===== config.mk =====
export PLATFORM = sky130hd
export DESIGN_NAME = nibble_eq_sequencer
export DESIGN_NICKNAME = d
export VERILOG_FILES = /design/src/rtl/nibble_eq_sequencer.sv
export SDC_FILE = /design/constraint.sdc
export NUM_CORES = 1
export LEC_CHECK = 0
export CAP_MARGIN = 25
export CORE_ASPECT_RATIO = 1.5
export CORE_MARGIN = 1.5
export CORE_UTILIZATION = 30
export DETAILED_ROUTE_END_ITERATION = 10
export PLACE_DENSITY = 0.53
export SLEW_MARGIN = 20
export SYNTH_ARGS = -nofsm -noshare
export SYNTH_HDL_FRONTEND = slang
export SYNTH_SLANG_ARGS = --single-unit

===== constraint.sdc =====
create_clock -name clk -period 2.8 [get_ports clk]
set_input_delay 0.56 -clock clk [delete_from_list [all_inputs] [get_ports clk]]
set_output_delay 0.56 -clock clk [all_outputs]
set_load 0.005 [all_outputs]

===== src/rtl/nibble_eq_sequencer.sv =====
// nibble_eq_sequencer: multi-cycle equality compare of two NIBBLES*4-bit
// operands using a single shared 4-bit XNOR/AND equality slice, one nibble
// per cycle, LSB nibble first. Reports equal and the lowest mismatching
// nibble index.
//
// Optional build macro: NIBBLE_EQ_EARLY_EXIT_EN
//   defined   -> the first mismatching nibble ends the compare immediately
//   undefined -> all NIBBLES nibbles are always scanned (fixed latency)
module nibble_eq_sequencer #(
  parameter  int NIBBLES = 4,
  localparam int IDXW    = $clog2((NIBBLES > 1) ? NIBBLES : 2)
) (
  input  logic                   clk,
  input  logic                   rst_n,
  input  logic                   start,
  input  logic [4*NIBBLES-1:0]   a,
  input  logic [4*NIBBLES-1:0]   b,
  output logic                   busy,
  output logic                   done,
  output logic                   equal,
  output logic [IDXW-1:0]        first_diff
);

  localparam int W = 4 * NIBBLES;
  localparam logic [IDXW-1:0] LAST_IDX = IDXW'(NIBBLES - 1);

  typedef enum logic [1:0] {
    IDLE = 2'd0,
    RUN  = 2'd1,
    DONE = 2'd2
  } state_t;

  state_t          r_state;
  logic [W-1:0]    r_ra;
  logic [W-1:0]    r_rb;
  logic [IDXW-1:0] r_idx;
  logic            r_acc;
  logic            r_busy;
  logic            r_done;
  logic            r_equal;
  logic [IDXW-1:0] r_first_diff;

  // Shared 4-bit equality slice: select the current nibble of each operand,
  // XNOR bitwise, then AND-reduce. No full-width compare exists anywhere.
  logic [3:0] w_nib_a;
  logic [3:0] w_nib_b;
  logic [3:0] w_xnor;
  logic       w_eq;

  assign w_nib_a = r_ra[{r_idx, 2'b00} +: 4];
  assign w_nib_b = r_rb[{r_idx, 2'b00} +: 4];

  generate
    for (genvar gi = 0; gi < 4; gi++) begin : g_slice
      assign w_xnor[gi] = ~(w_nib_a[gi] ^ w_nib_b[gi]);
    end
  endgenerate

  assign w_eq = &w_xnor;

  // Controller FSM: all outputs are registered here.
  always_ff @(posedge clk or negedge rst_n) begin
    if (!rst_n) begin
      r_state      <= IDLE;
      r_ra         <= '0;
      r_rb         <= '0;
      r_idx        <= '0;
      r_acc        <= 1'b0;
      r_busy       <= 1'b0;
      r_done       <= 1'b0;
      r_equal      <= 1'b0;
      r_first_diff <= '0;
    end else begin
      case (r_state)
        IDLE: begin
          if (start) begin
            r_ra         <= a;
            r_rb         <= b;
            r_idx        <= '0;
            r_acc        <= 1'b1;
            r_equal      <= 1'b0;
            r_first_diff <= '0;
            r_busy       <= 1'b1;
            r_state      <= RUN;
          end
        end

        RUN: begin
`ifdef NIBBLE_EQ_EARLY_EXIT_EN
          // Any mismatch is by construction the lowest one, so stop here.
          if (!w_eq) begin
            r_first_diff <= r_idx;
            r_equal      <= 1'b0;
            r_acc        <= 1'b0;
            r_busy       <= 1'b0;
            r_done       <= 1'b1;
            r_state      <= DONE;
          end else if (r_idx == LAST_IDX) begin
            r_equal <= r_acc & w_eq;
            r_busy  <= 1'b0;
            r_done  <= 1'b1;
            r_state <= DONE;
          end else begin
            r_idx <= r_idx + 1'b1;
          end
`else
          // acc still high means no earlier mismatch: this one is the lowest.
          if (!w_eq && r_acc) begin
            r_first_diff <= r_idx;
          end
          r_acc <= r_acc & w_eq;
          if (r_idx == LAST_IDX) begin
            r_equal <= r_acc & w_eq;
            r_busy  <= 1'b0;
            r_done  <= 1'b1;
            r_state <= DONE;
          end else begin
            r_idx <= r_idx + 1'b1;
          end
`endif
        end

        DONE: begin
          r_done  <= 1'b0;
          r_state <= IDLE;
        end

        default: begin
          r_state <= IDLE;
        end
      endcase
    end
  end

  assign busy       = r_busy;
  assign done       = r_done;
  assign equal      = r_equal;
  assign first_diff = r_first_diff;

endmodule


==> run_results.csv, run 1 <==
group,metric,value,unit
outcome,status,"finished clean",
global_route,grt.total_usage,11.6,%
setup_path,r2r_start,"r_ra[7]$_DFFE_PN0P_",
clock_tree,cts_tree,"done",
placement,dp_slack,590,ps
clock_tree,clk_path_buf_depth,2,
yosys,avgSynthCellArea,13.7,µm²
placement,place_congestion,0.742,
min_path,min_path_type,"input pin to async pin",
cells_and_area,multiInputGateArea,786,µm²
routing,via_count,1174,
die,pin_count,40,
yosys,netlist_area,1890,µm²
yosys,synth.net_count,174,
placement,dp.cells,246,
placement,port-buffer-count,39,
yosys,ys_top_cells_by_area,"dfrtp_1, mux2_2, xor2_1",
routing,ant_nets,0,
clock_tree,post-cts-setup-buffers,0,
clock_tree,cts_resized,0,
global_route,grt_pass1_vias,1280,
placement,dp.final_hpwl,2540,µm
setup_path,critPathLaunchType,"input pin",
cells_and_area,area_growth,29.5,%
yosys,ys_ff_latch,42,
yosys,synth_top_cell_by_area,"dfrtp_1",
clock_tree,cts_root_buffer,"clkbuf_8",
setup_path,reg2reg_depth,5,
global_route,antenna_found_initial,0,
yosys,yosysTopAreaCellShare,55.5,%
setup_path,cp_data_arrival_time,2080,ps
clock_tree,clk-insertion-delay-late,290,ps
yosys,synth_compound_area_share,5.02,%
setup_path,endpoint_kind,"register",
cells_and_area,layout-drive-gt1-share,23.8,%
die,die_w,67.9,µm
die,die_h,100,µm
die,floorplan.rows,35,
sta,finalSetupTns,0,ps
routing,vias_per_cell,4.60,
cells_and_area,stdcell_count,255,
global_route,overflow,0,
sta,tightest_slew,458,ps
setup_path,path_max_fanout,37,
cells_and_area,nNetsFinal,216,
yosys,ys_warn_count,0,
sta,finalHoldViolCount,0,
routing,routed_wl,3490,µm
sta,rsz0062_at_grt,"no",
setup_path,reg2reg_slack,1120,ps
yosys,yosysUniqueCellTypes,34,
power,leakagePower,1.01,nW
clock_tree,postCtsHoldBufs,0,
routing,drc,0,
yosys,synthAdderAreaFrac,0.661,%
global_route,grt_max_degree,43,
cells_and_area,final_util,40.0,%
yosys,synth-simple-area-share,7.20,%
job,drv_cap,0,
sta,fmax,0.525,GHz
power,p_per_area,985,nW/µm²
routing,drt-initial-drc-count,81,
power,finalPower,2.41,mW
die,die_area,6810,µm²
sta,finalClockSkew,2.68,ps
routing,first_pass_iters,4,
setup_path,r2r-end,"first_diff[0]$_DFFE_PN0P_",
clock_tree,cts_sinks,42,
setup_path,worstSetupPathType,"input pin to register",
sta,min_period,1900,ps
yosys,synth_xor_xnor_area_share,7.40,%
cells_and_area,n_fill_cell,590,
setup_path,worstPathRequired,2980,ps
sta,finalCritPeriodShare,68.0,%
yosys,seq_area_frac_synth,55.5,%
cells_and_area,n_antenna_cell,0,
sta,worst_slack,896,ps
clock_tree,clk_pin_slew,70,ps
die,coreArea,6130,µm²
sta,maxSlewViolCount,0,
die,start_util,30.9,%
clock_tree,cts_made_buffers,5,
yosys,synth_top_family_by_area,"multiplexers",
power,ir_drop,0.000297,V
yosys,synth_mux_area_share,20.9,%
cells_and_area,seq_area,1050,µm²
routing,wl_per_cell,13.7,µm
global_route,grt_pass1_wl,5890,µm
sta,setup_viol,0,
sta,relSlewSlack,69.4,%
yosys,synth_cells,138,
clock_tree,h-tree-depth,2,
-- power breakdown --
group          switching [mW]  leakage (nW)  internal [mW]
combinational           0.353         0.462          0.543
clock                   0.194        0.0482          0.199
sequential              0.227         0.501          0.899
total                   0.774          1.01           1.64
-- flip-flops by register name, summed over array words and instances (netlist names) --
register    flops
r_state         2
r_ra           16
r_rb           16
r_acc           1
busy            1
done            1
r_idx           2
equal           1
first_diff      2
-- cells in the mapped netlist --
library cell	instances
nand3_1	1
xnor2_1	7
buf_4	3
nand2b_1	1
dfrtp_1	42
nand2_1	5
nor3b_1	1
buf_6	1
o32ai_1	2
mux2_1	6
nor4_2	1
a22o_1	2
nor3_1	1
nor4_4	1
inv_1	5
and3_4	1
o21bai_1	1
o32ai_2	1
or3_1	1
nor4_1	1
mux2i_1	1
a21oi_1	1
nor2_1	3
o21ai_0	3
xor2_1	9
mux2_4	1
and3_1	1
nor2b_1	2
ha_1	1
nand4_1	1
mux2_2	27
a21o_1	1
buf_2	2
o2bb2ai_1	1
-- worst max path at each step --
stage           from  slack (ps)  cells past startpoint                        end
2_1_floorplan  start        1250                      4        r_ra[0]$_DFFE_PN0P_
3_3_place_gp   start         670                      4       r_ra[12]$_DFFE_PN0P_
3_5_place_dp   start         590                      4        r_rb[4]$_DFFE_PN0P_
4_1_cts        start         900                      4        r_rb[4]$_DFFE_PN0P_
5_1_grt        start         800                      5  first_diff[0]$_DFFE_PN0P_
6_report       start         900                      4       r_rb[14]$_DFFE_PN0P_
-- area by class of cell --
type	instances	area share (%)
inverter	5	0.765
tap	74	3.78
clock inverter	1	0.204
sequential	42	42.9
clock buffer	7	3.52
multi-input combinational	85	32.0
timing repair buffer	41	16.8
-- critical path, stage by stage --
cell,delay [ps]
clkdlybuf4s50_1,500
nor3b_2,180
buf_4,430
mux2_2,390
-- cells in the final DEF (no fill, tap or decap), types with 2 or more instances in the layout --
cell,instances
nor2_1,3
a22o_1,2
o21ai_0,3
mux2_2,27
inv_1,5
mux2_1,6
clkbuf_8,6
dfrtp_1,42
clkdlybuf4s50_1,38
nor2b_1,2
xor2_1,9
xnor2_1,7
o32ai_1,2
nand2_1,5
-- routing by layer --
layer / part of all wire, % / track usage [%] / vias up
met2: 52 / 18.3 / 23
met5: 0 / 0 / -
met1: 41 / 14.6 / 583
met3: 4.1 / 3.48 / 7
met4: 2.2 / 5.08 / 0
li1: - / - / 561
-- kinds of logic after synthesis --
family,after synthesis
simple gates,21
flops,42
xor+xnor,16
compound gates,12
fa+ha+maj,1
buf+inv,11
mux,35
-- per-stage QoR --
step	hold slack, ps	area [µm²]
3_5_place_dp	496	2340
6_report	118	2450
5_1_grt	112	2450
4_1_cts	441	2430
2_1_floorplan	264	1890
3_3_place_gp	491	2340
Note: power is estimated with default switching activity, not from simulation.
==> inputs of run 2 (changes only) <==
==> constraint.sdc (replaced) <==
create_clock -name clk -period 1.8 [get_ports clk]
set_input_delay 0.36 -clock clk [delete_from_list [all_inputs] [get_ports clk]]
set_output_delay 0.36 -clock clk [all_outputs]
set_load 0.005 [all_outputs]
==> run_results.csv, run 2 (synthesis results as in run 1) <==
group,metric,value,unit
power,p_per_area,1520,nW/µm²
setup_path,endpoint_kind,"register",
sta,min_period,1670,ps
clock_tree,cts_sinks,42,
cells_and_area,mostFrequentLayoutCells,"dfrtp_1, clkdlybuf4s50_1, mux2_2",
sta,setup_viol,0,
die,start_util,30.9,%
die,die_w,67.9,µm
clock_tree,h-tree-depth,2,
clock_tree,cts_tree,"done",
global_route,grt_pass1_vias,1279,
global_route,grt.total_usage,11.5,%
power,switchingPower,1.19,mW
routing,wl_met1,1370,µm
setup_path,r2r_start,"r_ra[7]$_DFFE_PN0P_",
setup_path,critPathLaunchType,"register",
setup_path,worstSetupPathType,"register to register",
setup_path,path_max_fanout,2,
job,drv_cap,0,
clock_tree,postCtsHoldBufs,0,
setup_path,worstPathRequired,1980,ps
global_route,overflow,0,
routing,route.met3.wl,154,µm
min_path,min_path_type,"input pin to async pin",
power,seq_power_share,46.7,%
global_route,grt_max_degree,43,
power,ir_drop,0.000658,V
cells_and_area,reg_top3,"r_ra: 16 flops, r_rb: 16 flops",
power,internal_power,2.53,mW
placement,place_congestion,0.735,
setup_path,r2r-end,"first_diff[0]$_DFFE_PN0P_",
routing,ant_nets,0,
cells_and_area,nNetsFinal,217,
routing,drt-initial-drc-count,28,
sta,maxSlewViolCount,0,
power,leakagePower,1.00,nW
cells_and_area,n_antenna_cell,0,
cells_and_area,final_common_cell,"dfrtp_1",
global_route,grt_pass1_wl,5820,µm
clock_tree,post-cts-setup-buffers,0,
power,power_frac_clock,15.0,%
routing,via_count,1187,
power,pwr-share-comb,38.3,%
routing,dr_wl_met2,1830,µm
routing,routed_wl,3460,µm
clock_tree,clk-insertion-delay-late,280,ps
clock_tree,clk_path_buf_depth,2,
die,die_area,6810,µm²
routing,first_pass_iters,4,
placement,port-buffer-count,39,
setup_path,reg2reg_depth,5,
die,pin_count,40,
clock_tree,cts_made_buffers,5,
sta,finalClockSkew,5.17,ps
sta,fmax,0.600,GHz
global_route,antenna_found_initial,0,
sta,tightest_slew,534,ps
sta,finalSetupTns,0,ps
sta,finalCritPeriodShare,92.6,%
sta,finalHoldViolCount,0,
cells_and_area,layout-drive-gt1-share,23.8,%
routing,drc,0,
routing,highest_layer,"met4",
die,coreArea,6130,µm²
clock_tree,cts_root_buffer,"clkbuf_8",
cells_and_area,n_fill_cell,616,
clock_tree,clk_pin_slew,80,ps
sta,relSlewSlack,64.4,%
power,swShare,32.1,%
sta,whs,134,ps
sta,rsz0062_at_grt,"no",
die,die_h,100,µm
routing,wl_per_cell,13.6,µm
outcome,status,"finished clean",
cells_and_area,area_growth,29.4,%
die,floorplan.rows,35,
setup_path,reg2reg_slack,130,ps
placement,dp.final_hpwl,2540,µm
setup_path,cp_data_arrival_time,1840,ps
routing,vias_per_cell,4.65,
run 2: changes by cell type in the layout (fill, tap and decap cells not counted), sizes merged:
cell	previous run	this run
buf	3	4
clkinv	1	0
run 2: per-layer routing:
metal	track usage, %	vias to the layer above
li1	-	569
met1	13.1	583
met2	19.1	27
met3	3.48	8
met4	6.00	0
met5	0	-
run 2: how the worst max path moves through the flow:
stage / from / end / cells after the start
after CTS: r_ra[4]$_DFFE_PN0P_ / first_diff[0]$_DFFE_PN0P_ / 5
after global routing: r_ra[8]$_DFFE_PN0P_ / first_diff[0]$_DFFE_PN0P_ / 5
after detailed placement: start / r_ra[10]$_DFFE_PN0P_ / 4
after floorplan: r_idx[0]$_DFFE_PN0P_ / first_diff[0]$_DFFE_PN0P_ / 5
final: r_ra[7]$_DFFE_PN0P_ / first_diff[0]$_DFFE_PN0P_ / 5
after global placement: start / r_ra[2]$_DFFE_PN0P_ / 4
run 2: power by group through the flow:
stage | Sequential (mW) | Clock [mW] | Combinational (mW)
floorplan | 1.65 | 0 | 1.15
global placement | 1.74 | 0 | 1.38
detailed placement | 1.77 | 0 | 1.43
CTS | 1.75 | 0.593 | 1.44
global route | 1.82 | 0.635 | 1.59
finish | 1.74 | 0.559 | 1.42
run 2: critical path: stages, from the launching register on:
cell	delay, ps
dfrtp_1	400
xor2_1	180
nor4_2	340
and3_1	270
nor4_4	70
mux2_4	300
run 2: metrics by stage:
stage	instance area (µm²)	setup slack, ps	instances	power (mW)	utilization, %
floorplan	1890	268	138	2.81	-
global placement	2370	5.86	248	3.12	38.6
detailed placement	2370	-43.1	248	3.20	38.6
CTS	2440	43.7	255	3.78	39.9
global route	2450	48.5	255	4.05	40.0
finish	2450	134	255	3.72	40.0
run 2: layout make-up:
type	count	area (µm²)	area share (%)
Inverter	5	18.8	0.766
Timing Repair Buffer	42	420	17.2
Tap cell	74	92.6	3.78
Sequential cell	42	1050	42.9
Multi-Input combinational cell	85	792	32.3
Clock buffer	7	76.3	3.11
run 2: what timing repair did:
| action | in CTS | in global routing |
|---|---|---|
| endpoints found under the setup margin | 0 | 1 |
| hold endpoints to repair | 0 | 0 |
| resized for setup | 0 | 1 |
==> inputs of run 3 (changes only) <==
--- a/config.mk
+++ b/config.mk
@@ -10,7 +10,7 @@
 export CORE_MARGIN = 1.5
 export CORE_UTILIZATION = 30
 export DETAILED_ROUTE_END_ITERATION = 10
-export PLACE_DENSITY = 0.53
+export PLACE_DENSITY = 0.6
 export SLEW_MARGIN = 20
 export SYNTH_ARGS = -nofsm -noshare
 export SYNTH_HDL_FRONTEND = slang
==> run_results.csv, run 3 (synthesis results as in run 1) <==
group,metric,value,unit
clock_tree,clk_path_buf_depth,2,
job,drv_cap,0,
placement,dp_slack,-57.3,ps
setup_path,worst_path_max_delay_cell,"dfrtp_1",
power,p_per_area,1520,nW/µm²
die,die_h,100,µm
clock_tree,clk-insertion-delay-late,290,ps
global_route,grt_use_met2,19.4,%
sta,relSlewSlack,67.8,%
placement,place_congestion,0.812,
cells_and_area,nNetsFinal,218,
global_route,overflow,0,
cells_and_area,n_antenna_cell,0,
sta,setup_viol,0,
die,coreArea,6130,µm²
setup_path,r2r_start,"r_ra[14]$_DFFE_PN0P_",
sta,worst_slack,153,ps
clock_tree,cts_made_buffers,5,
sta,finalClockSkew,1.64,ps
setup_path,cpPeakStageDelay,390,ps
sta,finalCritPeriodShare,91.5,%
global_route,grt_use_met3,2.13,%
global_route,use_met1,13.7,%
cells_and_area,final_util,40.1,%
sta,whs,22.2,ps
cells_and_area,multiInputGateArea,786,µm²
setup_path,critPathLaunchType,"register",
setup_path,worstPathRequired,1980,ps
global_route,grt_max_degree,38,
setup_path,r2r-end,"first_diff[0]$_DFFE_PN0P_",
sta,rsz0062_at_grt,"no",
cells_and_area,n_fill_cell,615,
setup_path,reg2reg_depth,5,
routing,drc,0,
sta,min_period,1650,ps
routing,drt-initial-drc-count,41,
die,pin_count,40,
setup_path,cp_data_arrival_time,1820,ps
cells_and_area,mostFrequentLayoutCells,"dfrtp_1, clkdlybuf4s50_1, mux2_2",
placement,dp.final_hpwl,2540,µm
global_route,grt.total_usage,11.4,%
power,ir_drop,0.000438,V
clock_tree,h-tree-depth,2,
global_route,top_usage_layer,"met2",
die,die_w,67.9,µm
cells_and_area,layout-drive-gt1-share,24.3,%
routing,routed_wl,3370,µm
cells_and_area,final_common_cell,"dfrtp_1",
die,floorplan.rows,35,
routing,wl_per_cell,13.2,µm
outcome,status,"finished clean",
die,die_area,6810,µm²
sta,tightest_slew,482,ps
routing,vias_per_cell,4.54,
global_route,grt_pass1_vias,1270,
placement,port-buffer-count,39,
setup_path,cp_cell_sequence,"xor2_1 > nor4_2 > and3_4 > nor4_4 > mux2_4",
cells_and_area,reg_top3,"r_ra: 16 flops, r_rb: 16 flops",
clock_tree,postCtsHoldBufs,0,
routing,via_count,1157,
sta,fmax,0.607,GHz
clock_tree,cts_tree,"done",
sta,maxSlewViolCount,0,
global_route,grt_pass1_wl,5820,µm
setup_path,worstSetupPathType,"register to register",
power,leakagePower,1.01,nW
clock_tree,cts_resized,0,
die,start_util,30.9,%
setup_path,reg2reg_slack,150,ps
setup_path,endpoint_kind,"register",
clock_tree,cts_root_buffer,"clkbuf_8",
routing,first_pass_iters,4,
clock_tree,cts_sinks,42,
sta,finalHoldViolCount,0,
clock_tree,clk_pin_slew,70,ps
clock_tree,post-cts-setup-buffers,0,
min_path,min_path_type,"input pin to async pin",
cells_and_area,area_growth,29.8,%
global_route,antenna_found_initial,0,
cells_and_area,seq_area,1050,µm²
setup_path,path_max_fanout,2,
routing,ant_nets,0,
sta,finalSetupTns,0,ps
run 3: changes by cell type in the layout (fill, tap and decap cells not counted), sizes merged:
cell / delta
buf: +1
clkbuf: -1
run 3: through the flow:
stage,area [µm²],instances,power (mW)
floorplan,1890,138,2.81
finish,2460,255,3.73
global route,2460,255,4.04
global placement,2380,249,3.15
CTS,2460,255,3.80
detailed placement,2380,249,3.19
run 3: area by class of cell:
| class | count | area share (%) |
|---|---|---|
| sequential | 42 | 42.7 |
| timing repair buffer | 43 | 17.4 |
| clock buffer | 6 | 3.36 |
| tap | 74 | 3.77 |
| multi-input combinational | 85 | 32.0 |
| inverter | 5 | 0.763 |
run 3: critical path: cells and delay by family (launching register included):
kind | cells | cell delay, ps
mux | 1 | 320
simple gates | 3 | 600
xor+xnor | 1 | 230
flops | 1 | 390
run 3: worst max-delay path by stage:
stage,start,to,cells past startpoint
2_1_floorplan,r_idx[0]$_DFFE_PN0P_,first_diff[0]$_DFFE_PN0P_,5
3_3_place_gp,start,r_rb[12]$_DFFE_PN0P_,4
3_5_place_dp,start,r_rb[9]$_DFFE_PN0P_,4
4_1_cts,r_ra[7]$_DFFE_PN0P_,first_diff[0]$_DFFE_PN0P_,5
5_1_grt,r_ra[14]$_DFFE_PN0P_,first_diff[0]$_DFFE_PN0P_,5
6_report,r_ra[14]$_DFFE_PN0P_,first_diff[0]$_DFFE_PN0P_,5
run 3: layer usage:
metal | vias to the layer above | part of all wire (%)
li1 | 564 | -
met1 | 567 | 41
met2 | 21 | 54
met3 | 5 | 2.8
met4 | 0 | 2.3
met5 | - | 0
run 3: report_power, final:
| part | total (mW) | switching [mW] | internal [mW] | leakage [nW] |
|---|---|---|---|---|
| clock | 0.593 | 0.297 | 0.296 | 0.0431 |
| sequential | 1.74 | 0.341 | 1.40 | 0.501 |
| combinational | 1.40 | 0.538 | 0.858 | 0.470 |
| total | 3.73 | 1.18 | 2.55 | 1.01 |
